File: config.mk
export PLATFORM = sky130hd
export DESIGN_NAME = bin2bcd8_seq
export DESIGN_NICKNAME = d
export VERILOG_FILES = /design/src/rtl/bin2bcd8_seq.sv
export SDC_FILE = /design/constraint.sdc
export NUM_CORES = 1
export LEC_CHECK = 0
export CAP_MARGIN = 20
export CORE_MARGIN = 5
export CORE_UTILIZATION = 55
export DETAILED_ROUTE_END_ITERATION = 7
export GPL_TIMING_DRIVEN = 0
export PLACE_DENSITY = 0.91
export SETUP_SLACK_MARGIN = 0.2
export SYNTH_ARGS = -nofsm -noshare
export SYNTH_HDL_FRONTEND = slang
export SYNTH_SLANG_ARGS = --single-unit
export TNS_END_PERCENT = 10
File: constraint.sdc
create_clock -name clk -period 4.6 [get_ports clk]
set_input_delay 0.46 -clock clk [delete_from_list [all_inputs] [get_ports clk]]
set_output_delay 0.46 -clock clk [all_outputs]
set_load 0.05 [all_outputs]
File: src/rtl/bin2bcd8_seq.sv
// Sequential shift-and-add-3 (double-dabble) binary-to-BCD converter.
// One WIDTH-bit operand per start handshake; the result appears WIDTH cycles after acceptance.
module bin2bcd8_seq #(
    parameter int WIDTH = 8,
    parameter int NDIG  = 3
) (
    input  logic                clk,
    input  logic                rst,
    input  logic                start,
    input  logic [WIDTH-1:0]    bin,
    output logic                ready,
    output logic                busy,
    output logic                done,
    output logic [4*NDIG-1:0]   bcd
);

    localparam int CNT_W = $clog2(WIDTH + 1);
    localparam int BCD_W = 4 * NDIG;

    function automatic logic [63:0] pow10(input int n);
        logic [63:0] p;
        p = 64'd1;
        for (int i = 0; i < n; i++) p = p * 64'd10;
        return p;
    endfunction

    localparam bit FITS = pow10(NDIG) > ((64'd1 << WIDTH) - 64'd1);

    generate
        if (!FITS || WIDTH < 2) begin : g_bad_params
            $error("bin2bcd8_seq: NDIG digits cannot hold every WIDTH-bit operand");
        end
    endgenerate

    typedef enum logic [1:0] {IDLE, SHIFT, DONE} state_t;

    state_t             r_state;
    logic [WIDTH-1:0]   r_sh;
    logic [BCD_W-1:0]   r_work;
    logic [CNT_W-1:0]   r_cnt;
    logic [BCD_W-1:0]   r_bcd;
    logic               r_ready;
    logic               r_busy;
    logic               r_done;

    logic [BCD_W-1:0]   w_adj;
    logic [BCD_W-1:0]   w_work_next;
    logic [WIDTH-1:0]   w_sh_next;
    logic               w_last;

    // NOTE: give every always_comb output a default first so no path leaves it unassigned (no latch).
    always_comb begin
        w_adj = r_work;
        for (int d = 0; d < NDIG; d++) begin
            if (r_work[4*d +: 4] >= 4'd5) w_adj[4*d +: 4] = r_work[4*d +: 4] + 4'd3;
        end
    end

    // One iteration: the MSB of the operand shifts into the units digit.
    assign w_work_next = {w_adj[BCD_W-2:0], r_sh[WIDTH-1]};
    assign w_sh_next   = {r_sh[WIDTH-2:0], 1'b0};
    assign w_last      = (r_cnt == CNT_W'(WIDTH - 1));

    // NOTE: sequential state uses non-blocking assignments so every register samples pre-edge values.
    always_ff @(posedge clk or posedge rst) begin
        if (rst) begin
            r_state <= IDLE;
            r_sh    <= '0;
            r_work  <= '0;
            r_cnt   <= '0;
            r_bcd   <= '0;
            r_ready <= 1'b1;
            r_busy  <= 1'b0;
            r_done  <= 1'b0;
        end else begin
            case (r_state)
                IDLE: begin
                    if (start) begin
                        r_sh    <= bin;
                        r_work  <= '0;
                        r_cnt   <= '0;
                        r_state <= SHIFT;
                        r_ready <= 1'b0;
                        r_busy  <= 1'b1;
                    end
                end
                SHIFT: begin
                    r_sh   <= w_sh_next;
                    r_work <= w_work_next;
                    r_cnt  <= r_cnt + CNT_W'(1);
                    if (w_last) begin
                        r_bcd   <= w_work_next;
                        r_state <= DONE;
                        r_done  <= 1'b1;
                    end
                end
                DONE: begin
                    r_state <= IDLE;
                    r_done  <= 1'b0;
                    r_ready <= 1'b1;
                    r_busy  <= 1'b0;
                end
                default: begin
                    r_state <= IDLE;
                    r_done  <= 1'b0;
                    r_ready <= 1'b1;
                    r_busy  <= 1'b0;
                end
            endcase
        end
    end

    assign ready = r_ready;
    assign busy  = r_busy;
    assign done  = r_done;
    assign bcd   = r_bcd;

endmodule
Word level (Yosys, flattened, before mapping)
Index checks and enable logic that the tools add are counted.
- register bits after elaboration: 41
- bits of input ports: 11
- output and inout bits: 15
- logic and storage cells: 46
- add/subtract/negate cells: 4
- $lt $le $gt $ge: 3
- equality and inequality tests: 4
- mux-type cells: 18
- bitwise gates (word level): 2
- reduce and logical (&&, ||, !) cells: 7
- operators with widths (cell ; number):
    one-hot mux 12 bit (2 select lines) ; 1
    one-hot mux 8 bit (2 select lines) ; 1
    greater-or-equal comparator 4 x 3 -> 1 bit, second input constant ; 3
    2-to-1 mux 12 bit ; 1
    2-to-1 mux 4 bit ; 3
    AND reduction 2 bit ; 5
    adder 4 x 2 -> 4 bit, second input constant ; 2
    2-to-1 mux 8 bit ; 1
    one-hot mux 4 bit (2 select lines) ; 1
    one-hot mux 1 bit (2 select lines) ; 3
    adder 4 x 1 -> 4 bit, second input constant ; 1
    equality test 4 x 3 -> 1 bit, second input constant ; 1
    2-to-1 mux 2 bit ; 2
    inequality test 2 bit, second input constant ; 2
    one-hot mux 2 bit (2 select lines) ; 1
    adder 3 x 2 -> 3 bit, second input constant ; 1
    2-to-1 mux 1 bit ; 3
    2-to-1 mux 3 bit ; 1
    equality test 2 x 1 -> 1 bit, second input constant ; 1
    zero test 2 bit ; 1
    NOT 1 bit ; 2
    nonzero test 2 bit ; 1

Longest topological paths before layout
Gate-level depths: netlist (run 1).
- word-level depth: 3
- depth in mapped cells: 7
- depth with buffers taken out: 6

Least setup slack after synthesis (run 1)
No wires, ideal clock.
- path kind: register to register
- from: reg r_work[0]
- to: reg r_work[2]
- setup time: 0.083 ns
- arrival time: 1.420 ns
- required time: 4.517 ns
- path slack: 3.097 ns
- cell stages (with the launch flop): 6
- buffers on the path: 0
- clock period less this slack: 1.503 ns
- cell sequence: dfrtp_1 ha_1 nand2b_1 a21oi_1 mux2_2 o21ai_0
- word-level cells in the longest chain between the ends: 3
- elaborated cells between the ends (all ways): 4
- classes of those cells: add/sub: 1; order compare: 1; mux: 2
- RTL lines (what ; line ; RTL):
    start, declared ; 39 ; logic [BCD_W-1:0] r_work;
    start signal, assigned ; 89 ; r_work <= w_work_next;
    adder 4 x 2 -> 4 bit / greater-or-equal comparator 4 x 3 -> 1 bit (equally long branches) ; 55 ; if (r_work[4*d +: 4] >= 4'd5) w_adj[4*d +: 4] = r_work[4*d +: 4] + 4'd3;
    2-to-1 mux 4 bit * ; 55 ;
    one-hot mux 12 bit (2 select lines) * ; 76 ; case (r_state)
Every way passes the cells marked *; elsewhere a longest branch is shown, timed or not.
A chain may end at the register's enable or synchronous reset.

Final worst setup path (run 1)
- from: reg r_ready (netlist: ready)
- to: out ready
- RTL lines (what ; line ; RTL):
    start, declared ; 42 ; logic r_ready;
    start signal, assigned ; 72 ; r_ready <= 1'b1;
    start signal, assigned ; 83 ; r_ready <= 1'b0;
    start signal, assigned ; 100 ; r_ready <= 1'b1;
    end, declared ; 11 ; output logic ready,
No word-level cell between the ends.

==> results.tsv, run 1 <==
stage	metric	value	unit
outcome	status	finished clean	
synth	EDFF count, synth	0	
setup_path	crit path kind	reg -> out	
pwr	clock power share	12.1	%
routing	drt total wl	3.960	mm
clocking	cts bufs inserted	5	
synth	synth warn	0	
setup_path	CP cell instances	clkdlybuf4s50_1	
setup_path	Critical Path AT	1.70	ns
setup_path	Crit path required time	4.14	ns
clocking	# resized after CTS	0	
synth	top post-synthesis cells by area	dfrtp_1 52%, o21ai_0 7.0%, nand2_1 4.8%	
routing	routed len/inst	14.83	um
routing	Vias/cell	5.449	
layout	Antenna Cells	0	
synth	Synth Register Bits	41	
pwr	peak supply drop	343.7	uV
pwr	Net Switching	0.7522	mW
synth	Avg Synthesized Cell Area	10.32	sq um
pwr	Gate power share	51.0	%
pwr	P_int	0.9501	mW
job	max cap viols	0	
sta	post-route minimum period	2.155	ns
routing	vias post-DR	1455	
placed_design	routability cong.	0.8367	
layout	synthesis-to-layout area growth	19.47	%
worst_hold_path	hold path depth	2	
clocking	post-CTS setup buffer count	0	
sta	RSZ-0062 raised after global routing	no	
die	chip width	69.40	um
routing	DRC errors left	0	
die	die area	4816	sq um
setup_path	Buf/Inv on CP	1	
layout	layout cell share with drive strength beyond 1	14.03	%
layout	post-layout instance area	2318	sq um
layout	Fillers	248	
grt	first-pass GRT wire length	6.900	mm
clocking	# clock sinks	41	
synth	cell area after synthesis	1941	sq um
pwr	Pleak	1.064	nW
placed_design	placed insts	259	
sta	TNS Setup	0	ns
synth	ys async rst share	100.0	%
sta	Worst Skew	0.004619	ns
sta	f_max	464.0	MHz
grt	vias in the first global route	1464	
synth	Yosys top cell area share	51.58	%
clocking	Hold Buf Count CTS	0	
synth	leading area contributor after synthesis	dfrtp_1	
grt	largest net degree at the start of global routing	42	
routing	Pre-antenna DRT Iters	4	
pwr	Flop pwr share	36.9	%
layout	Multi-input gate area	820.8	sq um
clocking	Worst-path clk slew	0.11	ns
synth	Yosys cell types	32	
die	# IOs	26	
routing	ANT nets after route	0	
sta	Final Setup Violations	0	
setup_path	CP max stage cell	clkdlybuf4s50_1	
synth	Mapped Cells	188	
routing	DRT iter0 DRCs	126	
die	Initial Utilization	57.25	%
synth	syn_nets	206	
die	core area	3390	sq um
setup_path	worst r2r path cells	6	
layout	Final Net Count	238	
synth	register area share after synthesis	52.93	%
worst_hold_path	Hold WC Path Type	reg -> reg	
clocking	Skew-Pair Late Insertion Delay	0.35	ns
die	std cell rows	21	
sta	slew margin rel.	45.15	%
synth	top_reg_cell synth	dfrtp_1	
die	Die Ht	69.40	um
sta	worst hold slack	0.4815	ns
setup_path	Startpoint Class	register	
grt	gr ovfl total	0	
pwr	power per cell area	734.3	nW/um^2
placed_design	placed inst area	2248	sq um
placed_design	I/O Buffers	25	
pwr	Sw Ratio	44.19	%
clocking	CTS tree	built	
placed_design	DP Wirelength	2.818	mm
setup_path	Top Family by Delay on Critical Path	buffers and inverters	
setup_path	Worst setup EP type	output pin	
sta	Worst-Margin Slew	0.8216	ns
sta	Tcrit/Tclk final	46.85	%
layout	FF+latch area	1027	sq um
layout	non-filler instance count after layout	267	
sta	Hold Vio Cnt, Final	0	
grt	gr usage total	18.03	%
grt	initial antenna violation count	0	
setup_path	stages on the worst setup path	1	
clocking	clock tree buffer depth	2	
setup_path	CP Max Fanout	2	
clocking	H-tree lvl count	2	
clocking	CTS root buffer	clkbuf_4	
sta	max-slew violation count	0	
setup_path	max incr delay on CP	0.79	ns
worst paths after layout:
check / slack (ns) / start / endpoint
worst max-delay path: 2.44 / ready$_DFFE_PP1P_ / ready
worst min-delay path: 0.48 / bcd[0]$_DFFE_PP0P_ / bcd[0]$_DFFE_PP0P_
worst max register to register: 2.93 / r_work[0]$_DFFE_PP0P_ / r_work[2]$_DFFE_PP0P_
worst min register to register: 0.48 / bcd[0]$_DFFE_PP0P_ / bcd[0]$_DFFE_PP0P_
max in group asynchronous: 3.51 / rst / r_work[9]$_DFFE_PP0P_
min in group asynchronous: 0.58 / rst / r_sh[7]$_DFFE_PP0P_
area by class of cell:
type                            count  share of cell area (%)
Clock buffer                        7                   2.806
Multi-Input combinational cell    128                   35.40
Timing Repair Buffer               25                   10.79
Tap cell                           46                   2.482
Inverter                           10                   1.619
Buffer                              9                   2.375
Sequential cell                    41                   44.31
Clock inverter                      1                  0.2159
registers in the layout, indices dropped and copies added (netlist names):
register  flops
r_sh          8
bcd          12
done          1
r_state       2
ready         1
busy          1
r_cnt         4
r_work       12
cells in the final DEF (no fill, tap or decap), drive strengths merged:
master | Yosys | routed
a21o | 2 | 2
a21oi | 11 | 11
a22o | 6 | 6
a22oi | 1 | 1
a31oi | 4 | 4
a32o | 1 | 1
and3b | 6 | 6
buf | 7 | 7
clkbuf | 2 | 9
clkdlybuf4s50 | 0 | 25
clkinv | 0 | 1
dfrtp | 40 | 40
dfstp | 1 | 1
ha | 7 | 7
inv | 10 | 10
mux2 | 6 | 6
nand2 | 25 | 25
nand2b | 5 | 5
nand3 | 1 | 1
nand4b | 1 | 1
nor2 | 7 | 7
nor2b | 4 | 4
nor3 | 4 | 4
nor3b | 2 | 2
o21ai | 30 | 30
or3b | 2 | 2
xnor2 | 3 | 3
cells by family after synthesis:
group	after synthesis	synth area share [%]
xor+xnor	3	1.354
flops	41	52.93
mux	6	3.675
buf+inv	19	4.771
compound gates	55	16.83
simple gates	57	15.92
fa+ha+maj	7	4.513
stage by stage:
step | total power [mW] | util (%) | setup WS, ns
6_report | 1.702 | 68.40 | 2.445
2_1_floorplan | 1.248 | - | 3.097
5_1_grt | 1.826 | 68.40 | 2.383
3_3_place_gp | 1.464 | 66.33 | 2.385
4_1_cts | 1.707 | 68.40 | 2.434
3_5_place_dp | 1.503 | 66.33 | 2.665
power groups by stage:
| stage | registers, mW | clock network [mW] | logic (mW) |
|---|---|---|---|
| 2_1_floorplan | 0.818 | 0 | 0.429 |
| 3_3_place_gp | 0.624 | 0 | 0.841 |
| 3_5_place_dp | 0.631 | 0 | 0.872 |
| 4_1_cts | 0.625 | 0.209 | 0.873 |
| 5_1_grt | 0.648 | 0.222 | 0.956 |
| 6_report | 0.629 | 0.205 | 0.868 |
layer usage:
| layer | GRT usage, % | wire (um) | up-vias |
|---|---|---|---|
| met3 | 4.348 | 142 | 11 |
| met1 | 23.76 | 1821 | 698 |
| met4 | 9.111 | 109 | 0 |
| met5 | 0 | 0 | - |
| li1 | - | - | 716 |
| met2 | 27.65 | 1886 | 30 |
synthesized netlist by cell type (5+ instances only):
library cell,count
dfrtp_1,40
o21ai_0,27
nand2_1,25
a21oi_1,9
inv_1,9
ha_1,7
nor2_1,7
a22o_1,6
and3b_1,6
buf_2,5
mux2_2,5
(Power assumes the default switching activity.)
==> run 2: changes to the inputs <==
Settings changed: CORE_UTILIZATION 55 to 49, PLACE_DENSITY 0.91 to 0.86.
Clock period 4.6 ns to 1.9 ns, I/O delays scaled along.
==> run 2 against run 1 <==
Sequential cell count unchanged. Setup slack got worse by 2.2 ns. Sequential share of layout area shrank 0.40 points. Register-to-register slack worse by 2.7 ns. Global-route usage decreased by 2.2 points. Wire length decreased by 7.0%. Total power grew 140%. Sequential power is 140% higher. Critical path depth unchanged. Clock power rose to 2.7 times the previous value. Core utilization is 5.9 points lower. Critical path type unchanged. Largest cell class unchanged.
==> results.tsv, run 2 (synthesis gave the netlist of run 1 again) <==
stage	metric	value	unit	change
layout	Fillers	347		was 248
setup_path	Crit path required time	1.71	ns	was 4.14 ns
die	Die Ht	72.93	um	was 69.40 um
routing	DRT iter0 DRCs	80		was 126
layout	Final Net Count	238		unchanged
layout	synthesis-to-layout area growth	20.57	%	was 19.47%
routing	Pre-antenna DRT Iters	4		unchanged
routing	Vias/cell	5.325		was 5.449
grt	first-pass GRT wire length	6.589	mm	was 6.900 mm
grt	gr ovfl total	0		unchanged
placed_design	routability cong.	0.7862		was 0.8367
setup_path	Startpoint Class	register		unchanged
clocking	Worst-path clk slew	0.07	ns	was 0.11 ns
clocking	clock tree buffer depth	2		unchanged
routing	vias post-DR	1427		was 1455
placed_design	DP Wirelength	2.664	mm	was 2.818 mm
layout	most common cell after layout, fill and taps aside	dfrtp_1		unchanged
die	# IOs	26		unchanged
placed_design	I/O Buffers	25		unchanged
sta	post-route minimum period	1.639	ns	
routing	DRC errors left	0		unchanged
die	chip width	72.93	um	was 69.40 um
sta	Tcrit/Tclk final	86.24	%	
clocking	Skew-Pair Late Insertion Delay	0.29	ns	was 0.35 ns
placed_design	placed inst area	2251	sq um	was 2248 sq um
sta	slew margin rel.	44.63	%	was 45.15%
setup_path	CP max stage cell	clkdlybuf4s50_1		unchanged
clocking	CTS root buffer	clkbuf_8		was clkbuf_4
setup_path	CP Max Fanout	2		unchanged
job	max cap viols	0		unchanged
setup_path	Critical Path AT	1.45	ns	was 1.70 ns
layout	commonest cells after routing, fill and taps aside	40 x dfrtp_1, 27 x o21ai_0, 25 x nand2_1, 24 x clkdlybuf4s50_1		was 40 x dfrtp_1, 27 x o21ai_0, 25 x nand2_1, 25 x clkdlybuf4s50_1, 9 x a21oi_1
setup_path	Top Family by Delay on Critical Path	buffers and inverters		unchanged
outcome	status	finished clean		unchanged
die	std cell rows	22		was 21
die	die area	5319	sq um	was 4816 sq um
clocking	CTS tree	built		unchanged
clocking	# clock sinks	41		unchanged
grt	largest net degree at the start of global routing	42		unchanged
clocking	post-CTS setup buffer count	0		unchanged
pwr	Pleak	1.070	nW	was 1.064 nW
layout	layout cell share with drive strength beyond 1	13.64	%	was 14.03%
sta	Hold Vio Cnt, Final	0		unchanged
routing	ANT nets after route	0		unchanged
die	Initial Utilization	51.84	%	was 57.25%
sta	Worst Skew	0.004038	ns	was 0.004619 ns
sta	max-slew violation count	0		unchanged
worst_hold_path	Hold WC Path Type	in -> async		was reg -> reg
clocking	H-tree lvl count	2		unchanged
grt	initial antenna violation count	0		unchanged
clocking	Hold Buf Count CTS	0		unchanged
setup_path	CP cell instances	clkdlybuf4s50_1		unchanged
setup_path	Buf/Inv on CP	1		unchanged
routing	drt total wl	3.684	mm	was 3.960 mm
setup_path	R2R setup slack	0.28	ns	was 2.93 ns
setup_path	max incr delay on CP	0.81	ns	was 0.79 ns
grt	vias in the first global route	1458		was 1464
layout	Antenna Cells	0		unchanged
sta	Final Setup Violations	0		unchanged
setup_path	crit path kind	reg -> out		unchanged
sta	f_max	610.3	MHz	
clocking	# resized after CTS	1		was 0
sta	Worst-Margin Slew	0.8294	ns	was 0.8216 ns
layout	fin util	62.50	%	was 68.40%
routing	routed len/inst	13.75	um	was 14.83 um
clocking	cts bufs inserted	5		unchanged
pwr	power per cell area	1772	nW/um^2	was 734.3 nW/um^2
sta	worst hold slack	0.3825	ns	was 0.4815 ns
setup_path	Worst setup EP type	output pin		unchanged
pwr	peak supply drop	858.4	uV	was 343.7 uV
sta	RSZ-0062 raised after global routing	yes		was no
layout	post-layout instance area	2340	sq um	was 2318 sq um
die	core area	3744	sq um	was 3390 sq um
grt	gr usage total	15.78	%	was 18.03%
-- run 2: power by group --
group / switching, mW / internal [mW]
combinational: 1.23 / 0.838
clock: 0.272 / 0.288
sequential: 0.270 / 1.24
total: 1.77 / 2.37
-- run 2: worst paths after layout --
check / cells after the start / endpoint / start
min in group clk: 1 / done$_DFFE_PP0P_ / done$_DFFE_PP0P_
setup reg to reg: 6 / r_work[6]$_DFFE_PP0P_ / r_work[4]$_DFFE_PP0P_
setup / recovery: 1 / busy / busy$_DFFE_PP0P_
max in group asynchronous: 2 / bcd[5]$_DFFE_PP0P_ / rst
hold / removal: 2 / r_sh[4]$_DFFE_PP0P_ / rst
hold reg to reg: 1 / done$_DFFE_PP0P_ / done$_DFFE_PP0P_
-- run 2: per-layer routing --
layer,GRT usage (%),share of wire [%]
met4,6.148,2.0
met1,19.61,45
met5,0,0
met3,2.893,4.1
met2,27.05,49
-- run 2: through the flow --
step	setup WS (ns)	TNS, ns	total power [mW]	std cells
after global placement	-0.07619	-3.009	3.538	261
after CTS	0.2436	0	4.183	268
after global routing	0.1492	0	4.476	268
after floorplan	0.3973	0	3.021	188
after detailed placement	0.2265	0	3.618	261
final	0.2614	0	4.145	268
-- run 2: final cells by class --
| type | instances | area, sq um | area share [%] |
|---|---|---|---|
| Timing Repair Buffer | 25 | 249.0 | 10.64 |
| Buffer | 9 | 55.05 | 2.353 |
| Tap cell | 48 | 60.06 | 2.567 |
| Clock buffer | 7 | 86.33 | 3.690 |
| Sequential cell | 41 | 1027 | 43.90 |
| Inverter | 10 | 37.54 | 1.604 |
| Multi-Input combinational cell | 128 | 824.5 | 35.24 |
==> run 3: changes to the inputs <==
Settings changed: GPL_ROUTABILITY_DRIVEN set to 0.
==> results of run 3 <==
The final DEF is identical to that of run 2; final timing and power are the same.
